`config.mk`:
```
export PLATFORM = sky130hd
export DESIGN_NAME = seg_scan_reader
export DESIGN_NICKNAME = d
export VERILOG_FILES = /design/src/rtl/seg_scan_reader.sv
export SDC_FILE = /design/constraint.sdc
export NUM_CORES = 1
export LEC_CHECK = 0
export ABC_AREA = 1
export BUFFER_PORTS_ARGS = -buffer_cell sky130_fd_sc_hd__buf_4
export CORE_MARGIN = 1.5
export CORE_UTILIZATION = 50
export CTS_CLUSTER_DIAMETER = 40
export DETAILED_ROUTE_END_ITERATION = 12
export PLACE_DENSITY = 0.73
export SETUP_SLACK_MARGIN = 0.4
export SLEW_MARGIN = 20
export SYNTH_ARGS = -nofsm -noshare
export SYNTH_HDL_FRONTEND = slang
export SYNTH_SLANG_ARGS = --single-unit
```
`constraint.sdc`:
```
create_clock -name clk -period 2.8 [get_ports clk]
set_input_delay 0.28 -clock clk [delete_from_list [all_inputs] [get_ports clk]]
set_output_delay 0.28 -clock clk [all_outputs]
set_load 0.005 [all_outputs]
```
`src/rtl/seg_scan_reader.sv`:
```
// seg_scan_reader: recovers BCD digits from a multiplexed 7-segment bus once each pattern is stable.
module seg_scan_reader #(
  parameter int DIGITS     = 4,
  parameter int STABLE_CYC = 4
) (
  input  logic                  clk,
  input  logic                  rst_n,
  input  logic [6:0]            seg_in,
  input  logic [DIGITS-1:0]     dig_sel,
  output logic [4*DIGITS-1:0]   bcd_out,
  output logic [DIGITS-1:0]     dig_valid,
  output logic                  upd,
  output logic [2:0]            upd_idx,
  output logic                  code_err
);
  localparam int CW = $clog2(STABLE_CYC + 1);
  typedef enum logic [1:0] {IDLE, SETTLE, HELD} state_t;
  state_t state, state_nx;
  logic [DIGITS+6:0] smp, smp_in;
  logic [CW-1:0] cnt, cnt_nx;
  logic [DIGITS-1:0] sel;
  logic [6:0] seg;
  logic [3:0] dec;
  logic [2:0] idx;
  logic chg, cap, multi, wr;
  assign sel = smp[DIGITS+6:7];
  assign seg = smp[6:0];
  always_comb begin
    smp_in   = {dig_sel, seg_in};
    chg      = smp_in != smp;
    cap      = state == SETTLE && cnt == CW'(STABLE_CYC);
    cnt_nx   = chg ? CW'(1) : (cnt == CW'(STABLE_CYC) ? cnt : cnt + 1'b1);
    state_nx = chg ? (dig_sel == '0 ? IDLE : SETTLE) : (cap ? HELD : state);
  end
  always_comb begin
    idx   = '0;
    multi = $countones(sel) > 1;
    wr    = cap && !multi;
    for (int k = 0; k < DIGITS; k++)
      if (sel[k]) idx = 3'(k);
  end
  always_comb begin
    case (seg)
      7'b1111110: dec = 4'd0;
      7'b0110000: dec = 4'd1;
      7'b1101101: dec = 4'd2;
      7'b1111001: dec = 4'd3;
      7'b0110011: dec = 4'd4;
      7'b1011011: dec = 4'd5;
      7'b1011111: dec = 4'd6;
      7'b1110000: dec = 4'd7;
      7'b1111111: dec = 4'd8;
      7'b1111011: dec = 4'd9;
      7'b0000000: dec = 4'hF;
      default:    dec = 4'hE;
    endcase
  end
  always_ff @(posedge clk) begin
    if (!rst_n) begin
      smp       <= '0;
      cnt       <= '0;
      state     <= IDLE;
      bcd_out   <= '1;
      dig_valid <= '0;
      upd       <= 1'b0;
      upd_idx   <= '0;
      code_err  <= 1'b0;
    end else begin
      smp      <= smp_in;
      cnt      <= cnt_nx;
      state    <= state_nx;
      upd      <= wr;
      code_err <= cap && (multi || dec == 4'hE);
      if (wr) upd_idx <= idx;
      for (int k = 0; k < DIGITS; k++)
        if (wr && sel[k]) begin
          bcd_out[4*k +: 4] <= dec;
          dig_valid[k]      <= dec < 4'd10;
        end
    end
  end
endmodule

```
Word-level counts from Yosys, hierarchy flattened
Index checks and enable logic that the tools add are counted.
{ "classes": {"addsub": 4, "n_reduce_logical": 13, "n_mux": 9, "eq_ne": 15, "order_cmp": 2, "n_bitwise": 1} }
{ "ops": {"columns": ["operator", "count"], "rows": [
  ["$eq A7 B7 Y1 const B", 8],
  ["$pmux W4 S11", 1],
  ["$eq A7 B6 Y1 const B", 2],
  ["$ne A11 B11 Y1", 1],
  ["$logic_and A1 B1 Y1", 7],
  ["$logic_not A7 Y1", 1],
  ["$mux W3", 2],
  ["$add A1 B1 Y2", 2],
  ["$eq A4 B4 Y1 const B", 1],
  ["$logic_not A4 Y1", 1],
  ["$lt A4 B4 Y1 const B", 1],
  ["$mux W1", 4],
  ["$mux W2", 2],
  ["$add A2 B2 Y3", 1],
  ["$add A3 B1 Y3 const B", 1],
  ["$eq A3 B3 Y1 const B", 1],
  ["$gt A3 B1 Y1 const B", 1],
  ["$eq A2 B1 Y1 const B", 1],
  ["$ne A2 B2 Y1 const B", 1],
  ["$reduce_bool A2 Y1", 1],
  ["$reduce_or A2 Y1", 1],
  ["$logic_not A1 Y1", 1],
  ["$logic_or A1 B1 Y1", 1],
  ["$not A1 Y1", 1]
]} }
{ "totals": {"in_bits": 13, "regBits": 41, "output_inout_bits": 25} }

Longest topological paths before layout
{ "logic_depth": {"depth_word": 6, "ltp_mapped": 11} }

Worst setup path before layout
Ideal clock, no wire load.
{ "synth_timing": {"kind": "reg-to-reg", "startpoint": "reg smp[7]", "endpoint": "reg bcd_out[4]", "setup_time_ns": 0.115, "n_path_buf": 0, "period_less_slack_ns": 1.773, "t_arrival_ns": 1.658, "path_stages_with_launch": 9, "path_slack_ns": 1.027, "path_cell_list": "dfxtp_1 -> inv_1 -> fa_1 -> o21a_2 -> nand2_8 -> nor2_4 -> inv_2 -> a21oi_1 -> nand2_1"} }
{ "synth_via": {"elab_chain_cells": 6} }
{ "synth_rtl": {"columns": ["element", "line", "rtl"], "rows": [
  ["from (decl)", "19", "logic [DIGITS+6:0] smp, smp_in;"],
  ["from (signal assigned)", "69", "smp <= smp_in;"],
  ["$add A1 B1 Y2 (not written as such)", "37", "multi = $countones(sel) > 1;"],
  ["$add A2 B2 Y3 (not written as such)", "37", null],
  ["$gt A3 B1 Y1", "37", null],
  ["$logic_not A1 Y1", "38", "wr = cap && !multi;"],
  ["$logic_and A1 B1 Y1", "38", null],
  ["$logic_and A1 B1 Y1", "76", "if (wr && sel[k]) begin"],
  ["to (signal assigned)", "63", "bcd_out <= '1;"],
  ["to (signal, indexed assignment)", "77", "bcd_out[4*k +: 4] <= dec;"],
  ["to (decl)", "10", "output logic [4*DIGITS-1:0] bcd_out,"]
]} }
Every way passes these cells.
A chain may end at the register's enable or synchronous reset.

Final worst setup path
{ "layout_timing": {"startpoint": "reg smp[7]", "endpoint": "reg bcd_out[7]"} }
Same word-level chain as after synthesis.

==> summary.txt <==
Final layout
  • N_diodes: 0
  • Share of cells above drive strength 1: between 20% and 30%
  • Area growth from synthesis to layout: 23.1%
  • Nets@finish: about 310

Critical path
  • Critical path buffers and inverters: 2
  • Cell Chain, Critical Path: inv_1 -> fa_1 -> o21a_2 -> nand2_8 -> nor2_4 -> inv_2 -> a21oi_1 -> nand2_1
  • Arr. time, crit path: 2.09 ns
  • CP Launch Type: register
  • Worst Path Max Fanout: 8
  • R2R depth: 8
  • Slowest stage delay, CP: 0.55 ns
  • Critical Path Sink Type: register
  • Critical path data required time: roughly 3 ns
  • Crit-path slowest cell: fa_1
  • Critical path depth: 8
  • CP top delay family: adder cells
  • Kind of critical path: reg2reg

Global routing
  • Initial antenna violation count: 0
  • First-pass GRT wire length: 6530 µm
  • Vias in the first global route: 1483
  • GRT Resource Usage Total: 20.3%
  • Pin count of the biggest net entering global routing: 22
  • GRT overflow: 0

Floorplan
  • Initial cell density of the core: 52.0%
  • I/O pins: 38
  • Num rows: 22
  • Core Region: 0.00363 mm²
  • Die area: 0.00415 mm²
  • DIE HEIGHT: 64.5 µm
  • Die Span X: 64.5 µm

Power and ir drop
  • Tot Pwr: 1.23 mW
  • Pwr Density: around 530 mW/mm²
  • Leakage power: roughly 1.1 nW
  • Max VDD drop: roughly 0.00033 V

Clock tree
  • CTS root buf: clkbuf_8
  • Sink Count: 40
  • CTS Hold Bufs: 0
  • Clock transition at path regs: 0.07 ns
  • CTS Buffer Depth: 2
  • Clk Latency, worst-skew pair: approximately 0.29 ns
  • Buffers inserted by post-CTS timing repair: 0
  • CTS resizes: 0
  • CTS tree: built
  • CTS H-tree depth: 2
  • CTS Buf Count: 5

Worst hold path
  • Worst Hold Depth: 3
  • Hold Crit Class: in2reg

Run status
  • Outcome: completed

Drt
  • Via Count: 1631
  • Starting DRT DRC Count: 86
  • Routed WL: around 3700 µm
  • Post-DRT Antenna Nets: 0
  • Via/cell ratio: about 4.7
  • First-pass DRT Iterations: 4
  • Drt wl/cell: 10.8 µm
  • DRC Markers: 0

Job
  • MaxCap Viol Count: 0

Synthesis
  • Sequential-to-total area share from yosys stat: 42.4%
  • Cells after Synth: around 260
  • Seq cells post-synth: 40
  • Unique masters post-synth: 34
  • Cell Area, Synth: 0.00189 mm²
  • Synthesis warning total: 0
  • Mapped Nets: 274
  • Mean Syn Cell Area: 7.32 µm²

Timing
  • Final Hold Vio Count: 0
  • Slew Limit Fails: 0
  • Setup TNS: 0 ns
  • Worst slew margin: 57.1%
  • Final period utilization: 68.0%
  • Final setup vio count: 0
  • Unrepaired setup endpoints after global routing: false
  • Fin crit period: 1.90 ns
  • Achievable frequency: roughly 530 MHz
  • Tightest Pin Transition: 0.643 ns
  • Max Clock Skew: 0.00931 ns

Placed design
  • IO buf count: 36
  • Detail Placement HPWL: 2870 µm
  • Placer Congestion: 0.892
==> stage by stage <==
stage	setup WS, ns	cell area, µm²	utilization, %	std cells	hold slack, ns
finish	0.897	2320	63.9	344	0.179
CTS	0.883	2320	63.9	344	0.176
global route	0.730	2320	63.9	344	0.194
floorplan	1.03	1890	-	258	0.373
detailed placement	0.895	2190	60.4	337	0.457
global placement	0.964	2190	60.4	337	0.454
==> cells in the final DEF, fill, tap and decap left out, types with 2 or more instances in the layout <==
cell / n
nor2_8: 3
nor2_1: 25
clkbuf_8: 5
inv_2: 5
nand3_2: 2
xor2_1: 5
nand2_1: 82
a21oi_1: 22
a31oi_1: 2
o21ai_0: 5
nand2_2: 3
bufinv_16: 2
inv_1: 30
o21a_1: 2
dfxtp_1: 40
buf_4: 36
nand3_1: 5
ha_1: 2
xnor2_1: 5
==> Yosys cell counts (all sizes together) <==
cell / number / area (µm²)
nand3b: 1 / 7.51
nor2: 30 / 171
fa: 1 / 20.0
dfxtp: 40 / 801
inv: 35 / 131
conb: 1 / 3.75
nor3: 1 / 5.00
nand3: 7 / 45.0
o21a: 3 / 23.8
xor2: 5 / 43.8
a31oi: 2 / 12.5
or2: 1 / 6.26
buf: 2 / 12.5
a211oi: 1 / 7.51
xnor2: 5 / 43.8
clkbuf: 3 / 11.3
nor4: 1 / 6.26
nand2: 86 / 347
nand4: 1 / 6.26
clkinv: 1 / 5.00
o21ai: 6 / 33.8
ha: 2 / 25.0
a21oi: 23 / 119
==> tightest hold or removal path: cells and delay by family <==
kind                   cells  cell delay [ns]
buffers and inverters      2             0.13
AND/OR/NAND/NOR            1             0.04
==> worst paths after layout <==
check        slack (ns)  startpoint         end
max                0.90      smp[7]  bcd_out[7]
min                0.18   seg_in[3]      smp[3]
max reg2reg        0.90      smp[7]  bcd_out[7]
min reg2reg        0.47  bcd_out[3]  bcd_out[3]
==> per-layer routing <==
| layer | wire, µm | track usage (%) | part of all wire, % |
|---|---|---|---|
| met5 | 0 | 0 | 0 |
| met3 | 206 | 5.90 | 5.5 |
| met4 | 68 | 8.24 | 1.8 |
| met1 | 1820 | 25.8 | 49 |
| met2 | 1630 | 32.3 | 44 |
==> flip-flops by register name, summed over array words and instances (netlist names) <==
signal	count
bcd_out	16
upd	1
dig_valid	4
cnt	3
code_err	1
smp	11
upd_idx	2
state	2
==> where the power goes <==
group,leakage [nW],switching (mW),internal (mW)
clock network,0.0642,0.193,0.351
registers,0.327,0.0105,0.579
logic,0.737,0.0597,0.0370
==> logic make-up after synthesis <==
family	share of synthesized area [%]
AOI/OAI and AO/OA	10.4
xor gates and xnor gates	4.64
adders and majority gates	2.39
buffers and inverters	8.48
DFF	42.4
other	0.199
and+or+nand+nor	31.5
==> final cells by class <==
cell class / instances / area [µm²]
fillers: 333 / 1310
multi-input cells: 177 / 927
flip-flops and latches: 40 / 801
repair buffers: 36 / 270
inverters: 36 / 136
clock buffers: 5 / 68.8
clock inverters: 2 / 60.1
well taps: 48 / 60.1
No activity file was read; power rests on OpenSTA's default activity.
